### src/rtl/mem_arb_pkg.sv
// Shared types and constants for the instruction/data memory port arbiter.
package mem_arb_pkg;

  localparam int IDX_W_DEF = 10;
  localparam logic [31:0] NOP_WORD = 32'h0000_0000;

  typedef enum logic [2:0] {
    NONE,
    IF,
    DM,
    ERR_IF,
    ERR_DM
  } owner_t;

  // Word aligned and inside the memory's index range.
  function automatic logic addr_ok(input logic [31:0] addr, input int idx_w);
    return (addr[1:0] == 2'b00) && ((addr >> (idx_w + 2)) == 32'd0);
  endfunction

endpackage

### src/rtl/mem_port_arbiter_if.sv
// Request/response bundle between the fetch stage, data stage, arbiter and memory macro.
interface mem_port_arbiter_if #(
  parameter int IDX_W = mem_arb_pkg::IDX_W_DEF,
  parameter int CNT_W = 16
);
  logic             if_req;
  logic [31:0]      if_addr;
  logic             if_gnt;
  logic             if_rvalid;
  logic [31:0]      if_rdata;
  logic             dm_req;
  logic             dm_we;
  logic [31:0]      dm_addr;
  logic [31:0]      dm_wdata;
  logic             dm_gnt;
  logic             dm_rvalid;
  logic [31:0]      dm_rdata;
  logic             dm_err;
  logic             mem_en;
  logic             mem_we;
  logic [IDX_W-1:0] mem_idx;
  logic [31:0]      mem_wdata;
  logic [31:0]      mem_rdata;
  logic [CNT_W-1:0] if_stall_cnt;

  modport master (
    output if_req, if_addr, dm_req, dm_we, dm_addr, dm_wdata, mem_rdata,
    input  if_gnt, if_rvalid, if_rdata, dm_gnt, dm_rvalid, dm_rdata, dm_err,
           mem_en, mem_we, mem_idx, mem_wdata, if_stall_cnt
  );

  modport slave (
    input  if_req, if_addr, dm_req, dm_we, dm_addr, dm_wdata, mem_rdata,
    output if_gnt, if_rvalid, if_rdata, dm_gnt, dm_rvalid, dm_rdata, dm_err,
           mem_en, mem_we, mem_idx, mem_wdata, if_stall_cnt
  );
endinterface

### src/rtl/mem_port_arbiter.sv
// Shares one sync-read memory between IF and DM: DM-priority with IF starvation guard.
// Grant is same-cycle combinational, read data returns one cycle later; ungranted requesters hold.
module mem_port_arbiter
  import mem_arb_pkg::*;
#(
  parameter int IDX_W    = IDX_W_DEF,
  parameter int MAX_WAIT = 4,
  parameter int CNT_W    = 16
) (
  input  logic              clk,
  input  logic              rst,
  mem_port_arbiter_if.slave bus
);

  localparam int SW = $clog2(MAX_WAIT + 1);
  localparam logic [SW-1:0] WAIT_LIM = SW'(MAX_WAIT);

  logic [SW-1:0]    starve_cnt;
  logic [CNT_W-1:0] stall_cnt;
  owner_t           owner;
  owner_t           owner_nxt;
  logic             starved;
  logic             if_gnt;
  logic             dm_gnt;
  logic             if_ok;
  logic             dm_ok;
  logic             mem_en;
  logic             mem_we;
  logic [IDX_W-1:0] mem_idx;

  assign starved = (starve_cnt == WAIT_LIM);
  assign if_gnt  = !rst && bus.if_req && (!bus.dm_req || starved);
  assign dm_gnt  = !rst && bus.dm_req && !(bus.if_req && starved);
  assign if_ok   = addr_ok(bus.if_addr, IDX_W);
  assign dm_ok   = addr_ok(bus.dm_addr, IDX_W);

  // Illegal accesses are still granted but never reach the memory.
  always_comb begin
    owner_nxt = NONE;
    mem_en    = 1'b0;
    mem_we    = 1'b0;
    mem_idx   = '0;
    if (dm_gnt) begin
      if (dm_ok) begin
        mem_en    = 1'b1;
        mem_we    = bus.dm_we;
        mem_idx   = bus.dm_addr[IDX_W+1:2];
        owner_nxt = bus.dm_we ? NONE : DM;
      end else begin
        owner_nxt = ERR_DM;
      end
    end else if (if_gnt) begin
      if (if_ok) begin
        mem_en    = 1'b1;
        mem_idx   = bus.if_addr[IDX_W+1:2];
        owner_nxt = IF;
      end else begin
        owner_nxt = ERR_IF;
      end
    end
  end

  always_ff @(posedge clk or posedge rst) begin
    if (rst) begin
      owner      <= NONE;
      starve_cnt <= '0;
      stall_cnt  <= '0;
    end else begin
      owner <= owner_nxt;
      if (!bus.if_req || if_gnt) begin
        starve_cnt <= '0;
      end else if (!starved) begin
        starve_cnt <= starve_cnt + 1'b1;
      end
      if (bus.if_req && !if_gnt && (stall_cnt != '1)) begin
        stall_cnt <= stall_cnt + 1'b1;
      end
    end
  end

  assign bus.if_gnt       = if_gnt;
  assign bus.dm_gnt       = dm_gnt;
  assign bus.mem_en       = mem_en;
  assign bus.mem_we       = mem_we;
  assign bus.mem_idx      = mem_idx;
  assign bus.mem_wdata    = bus.dm_wdata;
  assign bus.if_stall_cnt = stall_cnt;

  // Return path is a decode of the registered tag; memory data is steered, never re-registered.
  assign bus.if_rvalid = (owner == IF) || (owner == ERR_IF);
  assign bus.if_rdata  = (owner == IF) ? bus.mem_rdata : NOP_WORD;
  assign bus.dm_rvalid = (owner == DM) || (owner == ERR_DM);
  assign bus.dm_err    = (owner == ERR_DM);
  assign bus.dm_rdata  = (owner == DM) ? bus.mem_rdata : 32'h0;

endmodule

### src/flat_wrapper.sv
// flat-port wrapper written by rule: the top's interface ports become plain ports
module mem_port_arbiter_flat import mem_arb_pkg::*;
#(
  parameter int IDX_W    = IDX_W_DEF,
  parameter int MAX_WAIT = 4,
  parameter int CNT_W    = 16
)
  (clk, rst, bus_if_req, bus_if_addr, bus_dm_req, bus_dm_we, bus_dm_addr, bus_dm_wdata, bus_mem_rdata, bus_if_gnt, bus_if_rvalid, bus_if_rdata, bus_dm_gnt, bus_dm_rvalid, bus_dm_rdata, bus_dm_err, bus_mem_en, bus_mem_we, bus_mem_idx, bus_mem_wdata, bus_if_stall_cnt);
  mem_port_arbiter_if #(.IDX_W(IDX_W), .CNT_W(CNT_W)) bus_i ();
  input  logic clk;
  input  logic rst;
  input wire logic [$bits(bus_i.if_req)-1:0] bus_if_req;
  input wire logic [$bits(bus_i.if_addr)-1:0] bus_if_addr;
  input wire logic [$bits(bus_i.dm_req)-1:0] bus_dm_req;
  input wire logic [$bits(bus_i.dm_we)-1:0] bus_dm_we;
  input wire logic [$bits(bus_i.dm_addr)-1:0] bus_dm_addr;
  input wire logic [$bits(bus_i.dm_wdata)-1:0] bus_dm_wdata;
  input wire logic [$bits(bus_i.mem_rdata)-1:0] bus_mem_rdata;
  output wire logic [$bits(bus_i.if_gnt)-1:0] bus_if_gnt;
  output wire logic [$bits(bus_i.if_rvalid)-1:0] bus_if_rvalid;
  output wire logic [$bits(bus_i.if_rdata)-1:0] bus_if_rdata;
  output wire logic [$bits(bus_i.dm_gnt)-1:0] bus_dm_gnt;
  output wire logic [$bits(bus_i.dm_rvalid)-1:0] bus_dm_rvalid;
  output wire logic [$bits(bus_i.dm_rdata)-1:0] bus_dm_rdata;
  output wire logic [$bits(bus_i.dm_err)-1:0] bus_dm_err;
  output wire logic [$bits(bus_i.mem_en)-1:0] bus_mem_en;
  output wire logic [$bits(bus_i.mem_we)-1:0] bus_mem_we;
  output wire logic [$bits(bus_i.mem_idx)-1:0] bus_mem_idx;
  output wire logic [$bits(bus_i.mem_wdata)-1:0] bus_mem_wdata;
  output wire logic [$bits(bus_i.if_stall_cnt)-1:0] bus_if_stall_cnt;
  assign bus_i.if_req = bus_if_req;
  assign bus_i.if_addr = bus_if_addr;
  assign bus_i.dm_req = bus_dm_req;
  assign bus_i.dm_we = bus_dm_we;
  assign bus_i.dm_addr = bus_dm_addr;
  assign bus_i.dm_wdata = bus_dm_wdata;
  assign bus_i.mem_rdata = bus_mem_rdata;
  assign bus_if_gnt = bus_i.if_gnt;
  assign bus_if_rvalid = bus_i.if_rvalid;
  assign bus_if_rdata = bus_i.if_rdata;
  assign bus_dm_gnt = bus_i.dm_gnt;
  assign bus_dm_rvalid = bus_i.dm_rvalid;
  assign bus_dm_rdata = bus_i.dm_rdata;
  assign bus_dm_err = bus_i.dm_err;
  assign bus_mem_en = bus_i.mem_en;
  assign bus_mem_we = bus_i.mem_we;
  assign bus_mem_idx = bus_i.mem_idx;
  assign bus_mem_wdata = bus_i.mem_wdata;
  assign bus_if_stall_cnt = bus_i.if_stall_cnt;
  mem_port_arbiter #(.IDX_W(IDX_W), .MAX_WAIT(MAX_WAIT), .CNT_W(CNT_W)) u_core (.clk(clk), .rst(rst), .bus(bus_i));
endmodule
### config.mk
export PLATFORM = sky130hd
export DESIGN_NAME = mem_port_arbiter_flat
export DESIGN_NICKNAME = d
export VERILOG_FILES = /design/src/rtl/mem_arb_pkg.sv /design/src/rtl/mem_port_arbiter_if.sv /design/src/rtl/mem_port_arbiter.sv /design/src/flat_wrapper.sv
export SDC_FILE = /design/constraint.sdc
export NUM_CORES = 1
export LEC_CHECK = 0
export ABC_AREA = 0
export ABC_CLOCK_PERIOD_IN_PS = 7050
export CORE_AREA = 3 3 100 102
export DETAILED_ROUTE_END_ITERATION = 16
export DIE_AREA = 0 0 103 105
export DONT_BUFFER_PORTS = 1
export PLACE_DENSITY_LB_ADDON = 0.25
export SETUP_SLACK_MARGIN = 0.3
export SKIP_CTS_REPAIR_TIMING = 1
export SLEW_MARGIN = 20
export SYNTH_ARGS = -nofsm -noshare
export SYNTH_HDL_FRONTEND = slang
export SYNTH_SLANG_ARGS = --single-unit
export TNS_END_PERCENT = 20
### constraint.sdc
create_clock -name clk -period 7.05 [get_ports clk]
set_clock_uncertainty 0.15 [all_clocks]
set_input_delay 2.115 -clock clk [delete_from_list [all_inputs] [get_ports clk]]
set_output_delay 2.115 -clock clk [all_outputs]
set_load 0.005 [all_outputs]
==> results of run 1 <==
[cell usage in the layout, fill, tap and decap left out, drive strengths merged, types with 6 or more instances in the layout]
cell type and instances:
nor4 18, dfrtp 22, nand2 12, nor3 9
xor2 11, a32o 10, and2 65, nand3 6
inv 8, nand4 7, nor2 11
[layer usage]
layer / wire length [um] / up-vias / GRT usage (%)
li1: - / 782 / -
met1: 2831 / 857 / 14.33
met2: 4041 / 139 / 23.14
met3: 2057 / 12 / 15.22
met4: 59 / 2 / 1.943
met5: 16 / - / 0
[cells by family (layout without fill, tap and decap cells)]
kind of cell / after synthesis / in the layout / synth area share (%)
simple gates: 139 / 139 / 40.52
buf+inv: 50 / 15 / 14.93
compound gates: 26 / 26 / 10.89
flops: 22 / 22 / 25.76
xor+xnor: 11 / 11 / 4.508
fa+ha+maj: 3 / 3 / 1.757
mux: 3 / 3 / 1.639
[cell type report]
class / instances / area share (%)
clock buffers: 3 / 1.980
inverters: 8 / 1.440
clock inverters: 1 / 1.440
flip-flops and latches: 22 / 26.39
repair buffers: 3 / 1.080
well taps: 111 / 6.659
multi-input cells: 182 / 61.01
[registers in the layout, indices dropped and copies added, names as in the netlist]
signal	flops
u_core.bus.if_stall_cnt	16
u_core.owner	3
u_core.starve_cnt	3
[worst paths after layout]
kind	startpoint	end	slack (ns)	cells after the start
setup / recovery	bus_dm_addr[26]	bus_mem_idx[1]	1.24	4
hold / removal	u_core.bus.if_stall_cnt[9]	u_core.bus.if_stall_cnt[9]	0.40	1
setup reg to reg	u_core.starve_cnt[0]	u_core.owner[1]	4.83	6
hold reg to reg	u_core.bus.if_stall_cnt[9]	u_core.bus.if_stall_cnt[9]	0.40	1
max in group asynchronous	rst	u_core.bus.if_stall_cnt[8]	4.86	2
min in group asynchronous	rst	u_core.starve_cnt[0]	1.64	2
[through the flow]
| stage | worst slack, ns | hold slack [ns] |
|---|---|---|
| after floorplan | 1.120 | 0.3508 |
| after global placement | 1.329 | 0.3874 |
| after detailed placement | 1.264 | 0.3858 |
| after CTS | 1.257 | 0.4033 |
| after global routing | 1.140 | 0.4451 |
| final | 1.242 | 0.4032 |
[where the power goes]
| part | switching [mW] | internal (mW) |
|---|---|---|
| combinational | 0.0400 | 0.0392 |
| sequential | 0.0432 | 0.149 |
| clock | 0.0463 | 0.0760 |
[critical path, stage by stage]
cell and delay (ns):
nor4_1 0.29, nand4_1 0.21, nor3_2 0.66, a32o_1 0.26
==> out/results.ini, run 1 <==
[timing]
finalMaxSlewViolations = 0
rsz0062_at_grt = no
min_period_ns = 5.808
setup_violations = 0
finalHoldViolCount = 0
worst_slew_pin_slew_ns = 0.7580
final.setup.tns_ns = 0
fmax_ghz = 0.1722
slew_headroom_pct = 49.19
finalCritPeriodShare_pct = 82.39

[synth]
synth.distinct_cells = 43
syn_area_per_cell_um2 = 8.414
synth_edf_count = 0
synth_top_area_share_pct = 25.76
synth_seq_area_share_pct = 25.76
synth_area_um2 = 2137
synthesis.nets = 390
yosysWarnings = 0
yosys-top-cells-count = 65 x and2_1, 32 x buf_4, 22 x dfrtp_1
synth_most_common_cell = and2_1
netlist_instances = 254
synth-main-ff-cell = dfrtp_1
async_reset_ff_share_pct = 100.0
yosysTopAreaCell = dfrtp_1
ys_ff_latch = 22
synthTopCellsByArea = dfrtp_1 26%, and2_1 19%, buf_4 11%, a32o_1 4.7%, nor4_1 4.7%

[layout]
design_area_um2 = 2086
fin_util_pct = 22.68
antenna_cells = 0
finalNonFillerCells = 330
multi_input_area_um2 = 1272
layout-drive-gt1-share_pct = 9.589
area.growth.synth_to_final_pct = -2.401
seq_area_um2 = 550.5
fillers = 1006
nNetsFinal = 356

[routing]
drt_wl_total_mm = 9.005
drt_iter0_drc = 106
wl_per_cell_um = 27.29
via_per_inst = 5.430
drc_errors = 0
vias = 1792
ant_nets = 0
first_pass_iters = 6

[worst_setup_path]
crit_path_start_kind = input port
worstSetupPathType = in2out
crit_arrival_ns = 3.54
crit_required_ns = 4.79
critPathCaptureType = output pin
crit_fanout = 12

[cts]
htree_levels = 1
clkSinkCount = 22
worstSkewPairLatency_ns = 0.27
cts_tree = done
clockBufferDepth = 2
cts_buffers = 3
clkTransAtPathRegs_ns = 0.08
clockRootBuffer = clkbuf_8

[power_and_ir_drop]
power_leakage_nw = 0.9058
power_mw = 0.3934
peakVddDrop_uv = 64.26
power_per_cell_area_nw_per_um2 = 188.6

[global_routing]
grt_max_degree = 34
grt_pass1_vias = 1560
track_usage_pct = 14.92
gr-total-overflow = 0
grt_antenna_before_repair = 1
grt_pass1_wl_mm = 11.41

[run_status]
status = complete, no violations

[floorplanning]
num_rows = 35
io_pins = 262
die_h_um = 105
fp.dieArea_um2 = 10820
core_um2 = 9196
fp.dieW_um = 103
start_util_pct = 23.24

[placement]
numPortBuffers = 0
dpl_cell_area_um2 = 2014
dp_cells = 326
post-dp-hpwl_mm = 8.037
place_congestion = 0.9004

[hold_path]
hold_path_class = reg2reg

[job]
drv_cap = 0

Power figures use the tool's default switching activity.
==> inputs of run 2 (changes only) <==
- ABC_CLOCK_PERIOD_IN_PS: 7050 -> 5000
- clock period: 7.05 -> 5 ns (I/O delays scaled with it)
==> run 2 against run 1 <==
Net effect: total power rose by 27%; setup slack worse by 0.77 ns; first-iteration DRC count is 23% lower; global-route usage is 1.0 points higher; combinational power increased by 43%; non-clock buffer count increased by 1; routed wire length rose by 6.1%; register-to-register slack lost 1.8 ns; design area shrank 0.42%; core utilization decreased by 0.095 points; hold slack worse by 0.0015 ns.
==> out/results.ini, run 2 (synthesized netlist as in run 1, its figures left out) <==
[routing]
drt_wl_total_mm = 9.557
drc_errors = 0
highest_layer = met5
via_per_inst = 5.518
ant_nets = 0
drt_iter0_drc = 82
wl_met3_mm = 2.215
met1_length_mm = 2.997
wl_per_cell_um = 28.61
first_pass_iters = 4
vias = 1843
met2_length_mm = 4.143

[timing]
worst_slack_ns = 0.4728
finalCritPeriodShare_pct = 90.54
worst_slew_pin_slew_ns = 0.7399
rsz0062_at_grt = no
final.setup.tns_ns = 0
finalHoldViolCount = 0
finalMaxSlewViolations = 0
min_period_ns = 4.527
fmax_ghz = 0.2209
slew_headroom_pct = 50.57
setup_violations = 0

[worst_setup_path]
reg2reg_depth = 6
rrSetupSlack_ns = 3.07
cp-startpoint = bus_if_addr[12]
worstSetupPathType = in2out
reg2reg_to = u_core.bus.if_stall_cnt[14]
crit_path_start_kind = input port
critPathCaptureType = output pin
crit_fanout = 12
crit_required_ns = 3.35
reg2reg_from = u_core.starve_cnt[0]
crit_arrival_ns = 2.88

[placement]
dpl_worst_slack_ns = 0.5299
post-dp-hpwl_mm = 8.502
place_congestion = 0.9587
numPortBuffers = 0
dp_cells = 327

[layout]
layout-drive-gt1-share_pct = 10.05
fin_util_pct = 22.59
nNetsFinal = 357
largest_reg_flops = 16
final_common_cell = and2_1
area.growth.synth_to_final_pct = -2.810
finalNonFillerCells = 334
final_cell_mix = 65 x and2_1, 22 x dfrtp_1, 16 x nor4_1, 12 x nand2_1, 11 x xor2_1

[hold_path]
worstHoldStart = u_core.bus.if_stall_cnt[9]
hold-path-cell-count = 1
hold-path-endpoint = u_core.bus.if_stall_cnt[9]
hold_path_class = reg2reg

[global_routing]
track_usage_pct = 15.94
grt_antenna_before_repair = 2
grt_pass1_vias = 1654
grt_max_degree = 34
grt_pass1_wl_mm = 12.14
gr-total-overflow = 0

[floorplanning]
io_pins = 262
start_util_pct = 23.24
core_um2 = 9196
fp.dieArea_um2 = 10820
num_rows = 35
die_h_um = 105
fp.dieW_um = 103

[run_status]
status = complete, no violations

[power_and_ir_drop]
peakVddDrop_uv = 111.3
power_per_cell_area_nw_per_um2 = 240.3
power_leakage_nw = 0.8920

[cts]
clockBufferDepth = 2
htree_levels = 1
cts_buffers = 3
clkSinkCount = 22
clockRootBuffer = clkbuf_8
cts_tree = done
worstSkewPairLatency_ns = 0.27
clkTransAtPathRegs_ns = 0.08

[job]
drv_cap = 0

## run 2: where the power goes
part	switching [mW]	total, mW	internal, mW
clock network	0.0612	0.115	0.0540
registers	0.0611	0.271	0.210
logic	0.0577	0.113	0.0554
## run 2: through the flow
step,power [mW],cell area (um2),hold slack [ns]
5_1_grt,0.5321,2067,0.4347
2_1_floorplan,0.3745,2141,0.3508
6_report,0.4991,2077,0.4016
3_3_place_gp,0.3869,2026,0.3872
4_1_cts,0.5049,2067,0.4055
3_5_place_dp,0.3893,2026,0.3939
## run 2: area by class of cell
cell class,instances,area (um2)
Antenna cell,4,10.01
Fill cell,1015,7119
Tap cell,111,138.9
Timing Repair Buffer,4,30.03
Multi-Input combinational cell,182,1272
Sequential cell,22,550.5
Clock buffer,3,41.29
Inverter,8,33.78
## run 2: worst max-delay path, cell delays in order
cell and delay, ns:
nor4_1 0.32, nand4_1 0.19, nor4_4 0.57, a32o_1 0.29
## run 2: how the worst max path moves through the flow
| stage | to | depth (start not counted) |
|---|---|---|
| final | bus_mem_idx[7] | 4 |
| after global routing | bus_mem_idx[0] | 4 |
| after floorplan | bus_mem_idx[1] | 6 |
| after global placement | bus_mem_idx[6] | 4 |
| after CTS | bus_mem_idx[7] | 4 |
| after detailed placement | bus_mem_idx[7] | 4 |
## run 2: layer usage
layer / up-vias / global-route usage (%)
met5: - / 6.667
met4: 2 / 2.405
met3: 23 / 17.82
met2: 153 / 23.56
met1: 875 / 14.71
li1: 790 / -
